## config.mk

```make
export PLATFORM = sky130hd
export DESIGN_NAME = core_quant
export DESIGN_NICKNAME = d
export VERILOG_FILES = /design/src/rtl/core_quant.sv
export SDC_FILE = /design/constraint.sdc
export NUM_CORES = 2
export LEC_CHECK = 0
export CORE_ASPECT_RATIO = 0.75
export CORE_MARGIN = 2
export CORE_UTILIZATION = 50
export CTS_CLUSTER_SIZE = 10
export DETAILED_ROUTE_END_ITERATION = 6
export GPL_ROUTABILITY_DRIVEN = 0
export PLACE_DENSITY = 0.68
export SLEW_MARGIN = 30
export SYNTH_ARGS = -nofsm -noshare
export SYNTH_HDL_FRONTEND = slang
export SYNTH_SLANG_ARGS = --single-unit
```

## constraint.sdc

```tcl
create_clock -name clk -period 10.3 [get_ports clk]
set_input_delay 2.06 -clock clk [delete_from_list [all_inputs] [get_ports clk]]
set_output_delay 2.06 -clock clk [all_outputs]
set_load 0.01 [all_outputs]
```

## src/rtl/core_quant.sv

```systemverilog
// core_quant: requantization and packing stage downstream of core_acc.
// Each valid accumulator value gets bias, scale, shift, zero point and
// saturation applied, then PACK_NUM results are packed into one word.
// Build option: define QUANT_ROUND_EN for round-half-up before the shift;
// without it the shift floors toward minus infinity.
module core_quant #(
   parameter int IDATA_BIT = 32,
   parameter int ODATA_BIT = 8,
   parameter int SCALE_BIT = 16,
   parameter int SHIFT_BIT = 5,
   parameter int PACK_NUM  = 4
) (
   input  logic                          clk,
   input  logic                          rst,
   input  logic [IDATA_BIT-1:0]          cfg_quant_bias,
   input  logic [SCALE_BIT-1:0]          cfg_quant_scale,
   input  logic [SHIFT_BIT-1:0]          cfg_quant_shift,
   input  logic [ODATA_BIT-1:0]          cfg_quant_zp,
   input  logic [IDATA_BIT-1:0]          idata,
   input  logic                          idata_valid,
   input  logic                          pack_flush,
   output logic [ODATA_BIT*PACK_NUM-1:0] odata,
   output logic                          odata_valid
);

   localparam int BW = IDATA_BIT + 1;         // biased value
   localparam int PW = BW + SCALE_BIT;        // full-precision product
   localparam int QW = PW + 2;                // product + guard + zp headroom
   localparam int CW = $clog2(PACK_NUM);
   localparam logic signed [QW-1:0] QMAX = QW'((2 ** (ODATA_BIT - 1)) - 1);
   localparam logic signed [QW-1:0] QMIN = ~QMAX;

   // ---------------- S1: bias ----------------
   logic signed [BW-1:0] b_d, b_q;
   logic                 v1_q;

   assign b_d = BW'($signed(idata)) + BW'($signed(cfg_quant_bias));

   // register biased value with its valid
   always_ff @(posedge clk or posedge rst) begin
      if (rst) begin
         b_q  <= '0;
         v1_q <= 1'b0;
      end else begin
         v1_q <= idata_valid;
         if (idata_valid) b_q <= b_d;
      end
   end

   // ---------------- S2: scale ----------------
   logic signed [PW-1:0] p_d, p_q;
   logic                 v2_q;

   // both operands widened to the product width so the signed product is exact
   assign p_d = PW'(b_q) * PW'($signed(cfg_quant_scale));

   // register full-precision product with its valid
   always_ff @(posedge clk or posedge rst) begin
      if (rst) begin
         p_q  <= '0;
         v2_q <= 1'b0;
      end else begin
         v2_q <= v1_q;
         if (v1_q) p_q <= p_d;
      end
   end

   // ---------------- S3: shift, zero point, saturate ----------------
   logic signed [PW:0]    pg_w, r_w;
   logic signed [QW-1:0]  q_w;
   logic [ODATA_BIT-1:0]  sat_w, q_q;
   logic                  v3_q;

   // rounding (optional), arithmetic shift, zero point, clamp to output range
   always_comb begin
      pg_w = (PW+1)'(p_q);
`ifdef QUANT_ROUND_EN
      if (cfg_quant_shift != '0)
         pg_w = pg_w + ((PW+1)'(1) <<< (cfg_quant_shift - SHIFT_BIT'(1)));
`endif
      r_w = pg_w >>> cfg_quant_shift;
      q_w = QW'(r_w) + QW'($signed(cfg_quant_zp));
      if (q_w > QMAX)      sat_w = QMAX[ODATA_BIT-1:0];
      else if (q_w < QMIN) sat_w = QMIN[ODATA_BIT-1:0];
      else                 sat_w = q_w[ODATA_BIT-1:0];
   end

   // register saturated lane value with its valid
   always_ff @(posedge clk or posedge rst) begin
      if (rst) begin
         q_q  <= '0;
         v3_q <= 1'b0;
      end else begin
         v3_q <= v2_q;
         if (v2_q) q_q <= sat_w;
      end
   end

   // ---------------- S4: packer ----------------
   logic [PACK_NUM-1:0][ODATA_BIT-1:0] buf_d, buf_q, lane_w, odata_d, odata_q;
   logic [CW-1:0]                      cnt_d, cnt_q;
   logic                               emit_w;

   // write incoming lane first, then emit on full word or on a non-empty flush
   always_comb begin
      lane_w  = buf_q;
      buf_d   = buf_q;
      cnt_d   = cnt_q;
      odata_d = odata_q;
      if (v3_q) lane_w[cnt_q] = q_q;
      emit_w = (v3_q && (cnt_q == CW'(PACK_NUM - 1))) ||
               (pack_flush && (v3_q || (cnt_q != '0)));
      if (emit_w) begin
         odata_d = lane_w;
         buf_d   = '0;
         cnt_d   = '0;
      end else if (v3_q) begin
         buf_d = lane_w;
         cnt_d = cnt_q + CW'(1);
      end
   end

   // packer state and registered output word / pulse
   always_ff @(posedge clk or posedge rst) begin
      if (rst) begin
         buf_q       <= '0;
         cnt_q       <= '0;
         odata_q     <= '0;
         odata_valid <= 1'b0;
      end else begin
         buf_q       <= buf_d;
         cnt_q       <= cnt_d;
         odata_q     <= odata_d;
         odata_valid <= emit_w;
      end
   end

   assign odata = odata_q;

endmodule

```

==> flow_summary.ini <==
[synthesis]
synth_cells = 3561
synthesis.nets = 4361
async_reset_ff_share_pct = 100
synth_fa_ha_area_share_pct = 39.7
synth_most_common_cell = inv_1
synth_compound_area_share_pct = 10.9
yosys_register_bits = 160
synthXorXnorAreaFrac_pct = 3.05
yosys.area.top_type = fa_1
syn_area_per_cell_um2 = 8.88
synth_ff_type = dfrtp_1
synth_simple_gate_area_share_pct = 15.2
synthMuxAreaShare_pct = 8.76
synth_seq_area_share_pct = 12.7
synth_area_mm2 = 0.0316
synth_edf_count = 0
ys_top_cells_by_area = fa_1, dfrtp_1, ha_1, inv_1, nand2_1
ys_warn_count = 0
synthDominantCellAreaShare_pct = 31.8
ys_types = 83
synth_common_cells = inv_1, fa_1, nand2_1
synth_top_family_by_area = adder cells

[timing]
slew_headroom_pct = 38.6
finalSetupViolCount = 0
setup_tns_ns = 0
hold_viol = 0
tightestPinTransition_ns = 0.920
fin_crit_sh_pct = 94.2
slew_violations = 0
rsz0062_at_grt = false
fin_skew_ns = 0.0140
fin_ws_ns = 0.603
fmax_mhz = 103
min_period_ns = 9.70

[critical_path]
crit_start = cfg_quant_scale[6]
r2r-end = p_q[45]$_DFFE_PP0P_
rr_worst_depth = 24
path_max_fanout = 18
worstPathArrival_ns = 10.07
start_kind = input pin
r2r_slack_ns = 2.38
crit_type = in -> reg
worstSetupEndpointType = flip-flop
cp.required_ns = 10.67
rr_startpoint = b_q[6]$_DFFE_PP0P_

[routing]
via_per_inst = 5.52
ant_nets = 0
wl_met2_um = 33500
wl_met3_um = 5280
via_count = 24400
firstDrtPassIters = 5
highest_layer = met4
drt-total-wl_um = 78000
met1_length_um = 37700
drc_errors = 0
drtIter0Drc = 1681
wl_per_cell_um = 17.7

[floorplan]
start_util_pct = 50.8
rows = 79
die_h_um = 222
coreArea_mm2 = 0.0623
die_w_um = 294
die_area_mm2 = 0.0653
io_pins = 130

[cts]
cts_max_level = 4
path_clk_slew_ns = 0.07
postCtsSetupBuffers = 0
cts.repair.resized = 0
cts_buffers = 17
holdBufCountCts = 0
tritoncts = yes
cts_buffer_depth = 2
cts.sinks = 160
root_buffer = clkbuf_16
worstSkewPairLatency_ns = 0.49

[placed_design]
place_ws_ns = 0.218
hpwl_um = 63400
portBuffers = 129

[finish]
nNetsFinal = 4393
drive_gt1_share_pct = 6.57
area_delta_synth_final_pct = 8.64
n_fill_cell = 5718

[min_path]
hold_path.class = reg -> reg
holdPathStages = 1
hold_path_end = p_q[11]$_DFFE_PP0P_
hp-start = p_q[11]$_DFFE_PP0P_

[status]
status = completed

[grt]
grt_max_degree = 72
antenna_found_initial = 2
grt_first_pass_wirelength_um = 132000
grt_overflow = 0
grt_pass1_vias = 25000
grt_usage_pct = 25.3

[flow_run]
drv_cap = 0
[critical path: stages]
cell and delay (ns):
clkdlybuf4s50_1 0.82, and2_1 0.40, fa_1 0.54, inv_1 0.06
fa_1 0.49, fa_1 0.51, inv_1 0.05, fa_1 0.47
fa_1 0.55, inv_1 0.05, fa_1 0.57, inv_1 0.05
ha_1 0.37, a21oi_1 0.17, o31ai_1 0.11, a2111oi_0 0.44
o21ai_1 0.16, o2111ai_1 0.33, a21oi_1 0.12, a211o_1 0.33
nor3_1 0.28, o21ai_1 0.17, o41ai_1 0.40, o21ai_1 0.15
xor2_1 0.15, mux2_2 0.26
[layout by cell type (no fill, tap or decap), drive strengths merged, types with 117 or more instances in the layout]
cell type,count
inv,654
fa,502
nand2,406
and2,216
ha,201
nor2,183
a21oi,183
dfrtp,160
clkdlybuf4s50,123
o21ai,117
[kinds of logic (layout without fill, tap and decap cells)]
kind of cell	count (synthesis)	count (layout)
and+or+nand+nor	1006	1006
buffers and inverters	811	856
adders and majority gates	703	703
AOI/OAI and AO/OA	543	543
muxes	228	228
DFF	160	160
xor gates and xnor gates	110	110
other	0	1
[worst max-delay path by stage]
stage / end / slack, ns
CTS: p_q[45]$_DFFE_PP0P_ / 0.75
global placement: p_q[45]$_DFFE_PP0P_ / 0.38
detailed placement: p_q[45]$_DFFE_PP0P_ / 0.22
finish: p_q[45]$_DFFE_PP0P_ / 0.60
floorplan: p_q[45]$_DFFE_PP0P_ / 1.29
global route: p_q[45]$_DFFE_PP0P_ / 0.15
[layout make-up]
| class | count | area [um2] | share of cell area (%) |
|---|---|---|---|
| diodes | 1 | 2.50 | 0.00728 |
| well taps | 810 | 1010 | 2.95 |
| flip-flops and latches | 160 | 4010 | 11.7 |
| repair buffers | 174 | 1660 | 4.84 |
| inverters | 650 | 2440 | 7.12 |
| multi-input cells | 2590 | 24600 | 71.5 |
| clock inverters | 15 | 220 | 0.641 |
| clock buffers | 17 | 425 | 1.24 |
[metrics by stage]
step / util, % / instance area, um2 / cells / hold WS, ns
finish: 55.2 / 34400 / 4417 / 0.516
global route: 55.2 / 34400 / 4417 / 0.528
CTS: 55.2 / 34300 / 4416 / 0.509
detailed placement: 54.1 / 33700 / 4384 / 0.493
global placement: 54.1 / 33700 / 4384 / 0.490
floorplan: - / 31600 / 3561 / 0.352
[per-layer routing]
metal / vias to the layer above / GRT usage, %
met5: - / 0
met1: 12100 / 38.2
met4: 0 / 5.79
met3: 100 / 4.74
met2: 748 / 37.8
li1: 11500 / -
[flip-flops by register name, indices dropped and copies added (netlist names)]
register     flops
b_q             33
cnt_q            2
v3_q             1
v1_q             1
odata           32
v2_q             1
odata_valid      1
buf_q           32
p_q             49
q_q              8
Power is left out: the tool's default activity adds up to more than one toggle a clock period on the data nets, which glitch-free logic cannot reach.
